==> src/rtl/mouse_pkg.sv <==
// PS/2 command/response codes and the bring-up sequencer state encoding
// shared by the mouse controller files.
package mouse_pkg;

    localparam logic [7:0] CMD_RESET    = 8'hFF;
    localparam logic [7:0] CMD_SET_RATE = 8'hF3;
    localparam logic [7:0] CMD_ENABLE   = 8'hF4;
    localparam logic [7:0] RSP_ACK      = 8'hFA;
    localparam logic [7:0] RSP_NAK      = 8'hFE;
    localparam logic [7:0] RSP_BAT_OK   = 8'hAA;
    localparam logic [7:0] RSP_BAT_ERR  = 8'hFC;

    typedef enum logic [2:0] {
        SEND     = 3'd0,
        WAIT_TX  = 3'd1,
        WAIT_ACK = 3'd2,
        WAIT_BAT = 3'd3,
        WAIT_ID  = 3'd4,
        STREAM   = 3'd5,
        ERROR    = 3'd6
    } seq_state_e;

    // Bring-up command list: reset, set-rate, rate argument, enable streaming.
    function automatic logic [7:0] cmd_byte(input logic [1:0] idx, input logic [7:0] rate);
        case (idx)
            2'd0:    return CMD_RESET;
            2'd1:    return CMD_SET_RATE;
            2'd2:    return rate;
            default: return CMD_ENABLE;
        endcase
    endfunction

endpackage

==> src/rtl/mouse_packet_assembler.sv <==
// Frames 3-byte PS/2 movement packets into signed deltas and buttons while
// the sequencer is streaming; a resync pulse drops any partial packet.
module mouse_packet_assembler (
    input  logic              clk_i,
    input  logic              reset_i,
    input  logic              enable,
    input  logic              resync,
    input  logic              rx_done,
    input  logic [7:0]        rx_data,
    output logic              pkt_valid,
    output logic signed [8:0] dx,
    output logic signed [8:0] dy,
    output logic [2:0]        btn
);

    logic [1:0] byte_idx;
    logic [7:0] b0;
    logic [7:0] b1;

    always_ff @(posedge clk_i or posedge reset_i) begin
        if (reset_i) begin
            // NOTE: the held packet bytes are reset too, so a reset mid-packet leaves nothing stale behind.
            byte_idx  <= 2'd0;
            b0        <= 8'h00;
            b1        <= 8'h00;
            pkt_valid <= 1'b0;
            dx        <= 9'sd0;
            dy        <= 9'sd0;
            btn       <= 3'b000;
        end else begin
            pkt_valid <= 1'b0;
            if (!enable || resync) begin
                byte_idx <= 2'd0;
            end else if (rx_done) begin
                case (byte_idx)
                    2'd0: begin
                        // Bit 3 is always set in a header byte; anything else is noise.
                        if (rx_data[3]) begin
                            b0       <= rx_data;
                            byte_idx <= 2'd1;
                        end
                    end
                    2'd1: begin
                        b1       <= rx_data;
                        byte_idx <= 2'd2;
                    end
                    default: begin
                        dx        <= b0[6] ? 9'sd0 : $signed({b0[4], b1});
                        dy        <= b0[7] ? 9'sd0 : $signed({b0[5], rx_data});
                        btn       <= b0[2:0];
                        pkt_valid <= 1'b1;
                        byte_idx  <= 2'd0;
                    end
                endcase
            end
        end
    end

endmodule

==> src/rtl/mouse_ctrl_sequencer.sv <==
// Owns the PS/2 transceiver for the mouse: reset/self-test/ID/rate/enable
// bring-up with ACK checking, timeouts and bounded retries, then packet streaming.
module mouse_ctrl_sequencer
    import mouse_pkg::*;
#(
    parameter int unsigned TIMEOUT_CYCLES = 60_000_000,
    parameter int unsigned MAX_RETRIES    = 3,
    parameter logic [7:0]  SAMPLE_RATE    = 8'd100
) (
    input  logic              clk_i,
    input  logic              reset_i,
    input  logic              start_i,
    output logic              tx_en_o,
    output logic [7:0]        tx_data_o,
    input  logic              tx_done_i,
    input  logic [7:0]        rx_data_i,
    input  logic              rx_done_i,
    output logic              stream_o,
    output logic              error_o,
    output logic              pkt_valid_o,
    output logic signed [8:0] dx_o,
    output logic signed [8:0] dy_o,
    output logic [2:0]        btn_o,
    output logic [2:0]        state_o
);

    localparam int TIMER_W = (TIMEOUT_CYCLES > 1) ? $clog2(TIMEOUT_CYCLES) : 1;
    localparam int RETRY_W = (MAX_RETRIES > 0) ? $clog2(MAX_RETRIES + 1) : 1;
    localparam logic [TIMER_W-1:0] TIMER_LAST = TIMER_W'(TIMEOUT_CYCLES - 1);
    localparam logic [RETRY_W-1:0] RETRY_MAX  = RETRY_W'(MAX_RETRIES);

    seq_state_e         state, state_next;
    logic [1:0]         cmd_idx, cmd_idx_next;
    logic [RETRY_W-1:0] retry_cnt, retry_next;
    logic [TIMER_W-1:0] timer, timer_next;
    logic               timer_expired;
    logic               waiting;
    logic               fail;
    logic               fail_full;
    logic               resync;

    assign timer_expired = (timer == TIMER_LAST);
    assign waiting       = state inside {WAIT_TX, WAIT_ACK, WAIT_BAT, WAIT_ID, STREAM};

    always_comb begin
        // NOTE: every output of this block gets a default first, so no path can infer a latch.
        state_next   = state;
        cmd_idx_next = cmd_idx;
        retry_next   = retry_cnt;
        fail         = 1'b0;
        fail_full    = 1'b1;

        unique case (state)
            SEND: state_next = WAIT_TX;
            WAIT_TX: begin
                if (tx_done_i)          state_next = WAIT_ACK;
                else if (timer_expired) fail = 1'b1;
            end
            WAIT_ACK: begin
                if (rx_done_i) begin
                    if (rx_data_i == RSP_ACK) begin
                        case (cmd_idx)
                            2'd0: state_next = WAIT_BAT;
                            2'd3: begin
                                state_next = STREAM;
                                retry_next = '0;
                            end
                            default: begin
                                cmd_idx_next = cmd_idx + 2'd1;
                                state_next   = SEND;
                            end
                        endcase
                    end else begin
                        fail      = 1'b1;
                        fail_full = (rx_data_i != RSP_NAK);
                    end
                end else if (timer_expired) begin
                    fail = 1'b1;
                end
            end
            WAIT_BAT: begin
                if (rx_done_i) begin
                    if (rx_data_i == RSP_BAT_OK) state_next = WAIT_ID;
                    else                         fail = 1'b1;
                end else if (timer_expired) begin
                    fail = 1'b1;
                end
            end
            WAIT_ID: begin
                if (rx_done_i) begin
                    cmd_idx_next = 2'd1;
                    state_next   = SEND;
                end else if (timer_expired) begin
                    fail = 1'b1;
                end
            end
            STREAM, ERROR: begin
                if (start_i) begin
                    state_next   = SEND;
                    cmd_idx_next = 2'd0;
                    retry_next   = '0;
                end
            end
            default: state_next = SEND;
        endcase

        // A NAK resends the same byte; every other failure restarts from reset.
        if (fail) begin
            if (retry_cnt == RETRY_MAX) begin
                state_next = ERROR;
            end else begin
                retry_next = retry_cnt + RETRY_W'(1);
                state_next = SEND;
                if (fail_full) cmd_idx_next = 2'd0;
            end
        end

        if (state_next != state || rx_done_i || timer_expired || !waiting) timer_next = '0;
        else                                                               timer_next = timer + TIMER_W'(1);
    end

    always_ff @(posedge clk_i or posedge reset_i) begin
        if (reset_i) begin
            state     <= SEND;
            cmd_idx   <= 2'd0;
            retry_cnt <= '0;
            timer     <= '0;
        end else begin
            // NOTE: non-blocking assignments so every register samples the pre-edge values.
            state     <= state_next;
            cmd_idx   <= cmd_idx_next;
            retry_cnt <= retry_next;
            timer     <= timer_next;
        end
    end

    // SEND is the reset state, so the strobe is masked while reset is held.
    assign tx_en_o   = (state == SEND) && !reset_i;
    assign tx_data_o = cmd_byte(cmd_idx, SAMPLE_RATE);
    assign stream_o  = (state == STREAM);
    assign error_o   = (state == ERROR);
    assign state_o   = state;
    assign resync    = stream_o && timer_expired && !rx_done_i;

    mouse_packet_assembler u_assembler (
        .clk_i     (clk_i),
        .reset_i   (reset_i),
        .enable    (stream_o),
        .resync    (resync),
        .rx_done   (rx_done_i),
        .rx_data   (rx_data_i),
        .pkt_valid (pkt_valid_o),
        .dx        (dx_o),
        .dy        (dy_o),
        .btn       (btn_o)
    );

endmodule

==> config.mk <==
export PLATFORM = sky130hd
export DESIGN_NAME = mouse_ctrl_sequencer
export DESIGN_NICKNAME = d
export VERILOG_FILES = /design/src/rtl/mouse_pkg.sv /design/src/rtl/mouse_packet_assembler.sv /design/src/rtl/mouse_ctrl_sequencer.sv
export SDC_FILE = /design/constraint.sdc
export NUM_CORES = 1
export LEC_CHECK = 0
export CORE_MARGIN = 4
export CORE_UTILIZATION = 45
export CTS_CLUSTER_SIZE = 28
export DETAILED_ROUTE_END_ITERATION = 10
export GPL_ROUTABILITY_DRIVEN = 0
export PLACE_DENSITY = 0.67
export SYNTH_ARGS = -nofsm -noshare
export SYNTH_HDL_FRONTEND = slang
export SYNTH_SLANG_ARGS = --single-unit
export TNS_END_PERCENT = 5
==> constraint.sdc <==
create_clock -name clk_i -period 2.93 [get_ports clk_i]
set_input_delay 0.586 -clock clk_i [delete_from_list [all_inputs] [get_ports clk_i]]
set_output_delay 0.586 -clock clk_i [all_outputs]
set_load 0.05 [all_outputs]
Yosys cells after proc, flatten, opt, wreduce, memory -nomap -nowiden
Cells that the tools add are included.
Widths: inputs -> output; s select.
{"block": "word_totals", "regBits": 73, "mem_bits_ro": 0, "inputBits": 13, "latchBits": 0, "out_inout_bits": 36, "word_cells": 105, "memories": 0, "ramBits": 0}
{"block": "op_classes", "n_div": 0, "shift": 0, "n_lt_le_gt_ge": 0, "reduce_logical": 23, "multipliers": 0, "n_eq_ne": 17, "add_sub_neg": 3, "n_bitwise": 2, "mux": 49}
{"cell": "$mux 2", "count": 17}
{"cell": "$mux 3", "count": 9}
{"cell": "$add 26x1->26 const B", "count": 1}
{"cell": "$eq 26x26->1 const B", "count": 1}
{"cell": "$mux 26", "count": 1}
{"cell": "$pmux 8 s3", "count": 1}
{"cell": "$mux 9", "count": 2}
{"cell": "$pmux 3 s6", "count": 1}
{"cell": "$eq 8x8->1 const B", "count": 2}
{"cell": "$mux 1", "count": 13}
{"cell": "$eq 3x3->1 const B", "count": 3}
{"cell": "$ne 8x8->1 const B", "count": 1}
{"cell": "$pmux 2 s2", "count": 2}
{"cell": "$eq 2x2->1 const B", "count": 3}
{"cell": "$eq 3x2->1 const B", "count": 2}
{"cell": "$pmux 2 s3", "count": 1}
{"cell": "$pmux 3 s2", "count": 1}
{"cell": "$reduce_and 3->1", "count": 2}
{"cell": "$reduce_or 2->1", "count": 3}
{"cell": "$reduce_bool 5->1", "count": 1}
{"cell": "$add 2x1->2 const B", "count": 2}
{"cell": "$eq 2x1->1 const B", "count": 2}
{"cell": "$logic_not 1->1", "count": 4}
{"cell": "$logic_not 2->1", "count": 2}
{"cell": "other kinds (11)", "count": 17}

Depth between registers and ports, before layout
{"block": "depth", "ltp_word": 11, "ltp_mapped": 8, "mapped_depth_nobuf": 6}

By module
From an unflattened synthesis, not the netlist that was laid out.
{"block": "hier_totals", "cells_unflattened": 363, "area_unflattened_um2": 3744.8}
{"module": "mouse_ctrl_sequencer", "n_inst": 1, "area_per_inst_um2": 2169.6, "cells_each": 234, "seq_area_each_um2": 825.8}
{"module": "mouse_packet_assembler", "n_inst": 1, "area_per_inst_um2": 1575.3, "cells_each": 129, "seq_area_each_um2": 975.9}

Worst setup path after synthesis
Ideal clock, no wire load.
{"block": "synth_timing", "kind": "register to output", "start": "register state[2] (netlist: state_o[2])", "end": "output port tx_en_o", "path_stages_with_launch": 4, "path_slack_ns": -0.196, "required_ns": 2.344, "path_buffers": 2, "arrival_ns": 2.540, "cell_sequence": "dfrtp_1 > buf_2 > clkbuf_1 > nor4_1"}
{"block": "synth_via", "elab_chain_cells": 2}
{"element": "start, declared", "line_no": "mouse_ctrl_sequencer.sv:32", "rtl": "seq_state_e state, state_next;"}
{"element": "start signal, assigned", "line_no": "mouse_ctrl_sequencer.sv:130", "rtl": "state <= state_next;"}
{"element": "$logic_not 3->1", "line_no": "mouse_ctrl_sequencer.sv:138", "rtl": "assign tx_en_o = (state == SEND) && !reset_i;"}
{"element": "$logic_and 1x1->1", "line_no": "mouse_ctrl_sequencer.sv:138"}
{"element": "end, declared", "line_no": "mouse_ctrl_sequencer.sv:13", "rtl": "output logic tx_en_o,"}
No other way between the ends.

Final worst setup path
{"block": "layout_timing", "start": "register cmd_idx[0]", "end": "output port tx_data_o[0]"}
{"block": "layout_via", "elab_chain_cells": 2, "word_cells_on_any_way": 4, "cone_classes": "eq/ne: 2; mux: 1; reduce/logical: 1"}
{"element": "start, declared", "line_no": "mouse_ctrl_sequencer.sv:33", "rtl": "logic [1:0] cmd_idx, cmd_idx_next;"}
{"element": "start signal, assigned", "line_no": "mouse_ctrl_sequencer.sv:131", "rtl": "cmd_idx <= cmd_idx_next;"}
{"element": "$eq 2x2->1, or another cell as far along", "line_no": "mouse_pkg.sv:25", "rtl": "case (idx)"}
{"element": "$pmux 8 s3 (*)", "line_no": "mouse_pkg.sv:25"}
{"element": "end, declared", "line_no": "mouse_ctrl_sequencer.sv:14", "rtl": "output logic [7:0] tx_data_o,"}
Mark *: on every way between the ends. The rest lies on a longest branch, timed or not.

==> flow_summary_export.csv <==
group,metric,value,unit
clock_network,cts_buffers,9,
sta,hold_viol_final,0,
cells_and_area,final_layout_size_suffix_gt1_share,14.5,%
logic_synthesis,yosys.area_share.adder,2.99,%
logic_synthesis,synth_edf_count,0,
worst_setup_path,cpMostUsedCell,"nor2_1",
clock_network,cts-root-buf,"clkbuf_8",
sta,fmax,372,MHz
grt,grt_max_degree,73,
logic_synthesis,yosysWarnings,0,
worst_setup_path,cpLargestDelayFamily,"buffers and inverters",
sta,grt_setup_unrepaired,"false",
logic_synthesis,synthCells,369,
logic_synthesis,synth_compound_area_share,8.43,%
sta,slew_headroom,61.0,%
floorplan,start_util,46.1,%
placement,numPortBuffers,46,
clock_network,cts_max_path_buffers,2,
worst_setup_path,slowest_stage,"clkdlybuf4s50_1",
clock_network,cts_resized,0,
logic_synthesis,ys_seq_area_share,47.8,%
clock_network,cts_tree,"built",
clock_network,postCtsHoldBufs,0,
logic_synthesis,synth.ff_latch_count,72,
sta,finClkSkew,6.45,ps
logic_synthesis,muxShareOfSynthArea,6.84,%
floorplan,die_w,99.5,um
logic_synthesis,syn_area,3770,sq um
logic_synthesis,synth_async_sr_flop_share,100,%
routing,drt_wl_total,7.54,mm
clock_network,cts_sinks,72,
sta,worst_pin_slew,583,ps
grt,track_usage,15.9,%
worst_setup_path,worstPathCellList,"inv_1, ha_1, nor2_1, nor2_1, clkdlybuf4s50_1",
hold_path,hp-class,"flip-flop to flip-flop",
pwr,ir_drop,0.291,mV
cells_and_area,multi_input_area,1780,sq um
floorplan,die_area,9900,sq um
floorplan,num_rows,33,
clock_network,htreeDepth,3,
clock_network,postCtsSetupRepairBufs,0,
worst_setup_path,reg2reg_slack,790,ps
routing,vias_per_cell,5.15,
worst_setup_path,critPathCaptureType,"primary output",
logic_synthesis,yosysUniqueCellTypes,62,
grt,grt_overflow_total,0,
logic_synthesis,ys.flop_type,"dfrtp_1",
worst_setup_path,required,2340,ps
logic_synthesis,postSynthAreaPerCell,10.2,sq um
sta,period_share,91.8,%
grt,grt_first_pass_wirelength,12.7,mm
cells_and_area,fillCellCount,728,
routing,drc,0,
floorplan,io_pins,49,
sta,setup_violations,0,
worst_setup_path,cpPeakStageDelay,830,ps
sta,drv_slew,0,
placement,dp_hpwl,5.40,mm
routing,drt-pass1-iter-count,4,
floorplan,coreArea,8180,sq um
cells_and_area,diodes,0,
cells_and_area,nets,439,
pwr,leakage,1.94,nW
routing,vias,2712,
pwr,total_power,2.90,mW
logic_synthesis,synth_top_family_by_area,"simple AND/OR/NAND/NOR gates",
flow_run,drv_cap,0,
worst_setup_path,cp_num_buf_inv,2,
logic_synthesis,synth-xor-area-share,5.81,%
clock_network,clk_latency,350,ps
worst_setup_path,start_kind,"flip-flop",
routing,drt-initial-drc-count,83,
logic_synthesis,synthSimpleGateAreaFrac,22.8,%
grt,antenna_found_initial,0,
floorplan,fp.dieH,99.5,um
routing,wl_per_cell,14.3,um
cells_and_area,area_growth,20.3,%
worst_setup_path,cp_max_fo,6,
pwr,power_density,640,nW/um^2
sta,finalSetupTns,0,ps
status,status,"finished clean",
worst_setup_path,worst_ep_arrival_time,2100,ps
sta,period_minus_slack,2690,ps
grt,grt_pass1_vias,2618,
worst_setup_path,crit_type,"flip-flop to primary output",
cells_and_area,regArea,1800,sq um
routing,drtAntennaViolNets,0,
clock_network,clk_pin_slew,80,ps
synthesized netlist by cell type (3+ instances only):
library cell	instances	area, sq um
nand2_1	39	146
mux2i_1	4	40.0
and4_1	3	26.3
a31o_2	3	26.3
inv_1	15	56.3
ha_1	9	113
xor2_1	14	123
xnor2_1	11	96.3
nand2b_1	20	125
o21ai_0	21	105
nand4_1	9	56.3
a21boi_0	3	22.5
a21oi_1	3	15.0
and3_1	3	18.8
nor2_1	38	143
nor4_1	3	18.8
nor4_2	3	37.5
dfrtp_1	72	1800
buf_2	4	20.0
mux2_2	18	203
nand3_1	8	40.0
buf_4	5	37.5
nor3_1	5	25.0
clkbuf_1	6	22.5
worst register-to-register path, cell delays in order (launching register included):
cell and delay (ps):
dfrtp_1 600, nand2_1 120, nor2_2 110, buf_4 150, nand2_1 110, nor4b_4 530, mux2_2 410
report_power, final:
part	internal (mW)	total [mW]	switching (mW)
combinational	0.380	0.881	0.501
sequential	1.09	1.22	0.133
clock	0.403	0.803	0.400
total	1.87	2.90	1.03
through the flow:
stage          setup WS, ps  utilization (%)  hold slack, ps  area (sq um)  cells
2_1_floorplan           265                -             449          3780    370
5_1_grt                94.7             55.4             503          4530    527
6_report                242             55.4             483          4530    527
3_3_place_gp            335             53.0             461          4330    511
3_5_place_dp            297             53.0             470          4330    511
4_1_cts                 197             55.4             491          4530    527
final cells by class:
cell class,instances,share of cell area [%]
clock buffers,9,2.73
clock inverters,7,1.77
inverters,15,1.24
multi-input cells,263,39.3
flip-flops and latches,72,39.7
well taps,105,2.90
repair buffers,56,12.3
layout by cell type (no fill, tap or decap), drive strengths merged, types with 4 or more instances in the layout:
cell | synthesis | routed
nand4 | 9 | 9
dfrtp | 72 | 72
clkbuf | 6 | 9
o21ai | 23 | 23
mux2 | 19 | 19
nor4b | 4 | 4
nor4 | 6 | 6
clkdlybuf4s50 | 0 | 45
buf | 14 | 11
xnor2 | 11 | 11
nand2b | 20 | 20
ha | 9 | 9
nand2 | 39 | 39
mux2i | 4 | 4
nor2 | 39 | 39
nor3 | 6 | 6
nand3 | 8 | 8
and3 | 4 | 4
inv | 15 | 17
xor2 | 14 | 14
sequential cells by signal, summed over array words and instances (netlist names):
register               cells
cmd_idx                    2
state_o                    3
u_assembler.b0             7
timer                     26
u_assembler.pkt_valid      1
u_assembler.btn            3
u_assembler.byte_idx       2
u_assembler.b1             8
u_assembler.dx             9
retry_cnt                  2
u_assembler.dy             9
final timing paths:
kind	cells past startpoint	endpoint	start
worst max-delay path	5	tx_data_o[0]	cmd_idx[0]
worst min-delay path	2	u_assembler.dx[1]	u_assembler.dx[1]
worst max register to register	6	u_assembler.b0[2]	state_o[0]
worst min register to register	2	u_assembler.dx[1]	u_assembler.dx[1]
max in group asynchronous	3	u_assembler.b1[6]	reset_i
min in group asynchronous	3	state_o[2]	reset_i
cell families after synthesis:
family          Yosys count
simple gates            155
flops                    72
compound gates           49
buf+inv                  35
mux                      23
xor+xnor                 25
other cells               1
fa+ha+maj                 9
layer usage:
layer	vias up	track usage (%)	part of all wire [%]
li1	1360	-	-
met1	1295	22.0	48
met2	45	24.8	46
met3	12	3.23	3.9
met4	0	6.09	1.6
met5	-	0	0
Note: power is estimated with default switching activity, not from simulation.
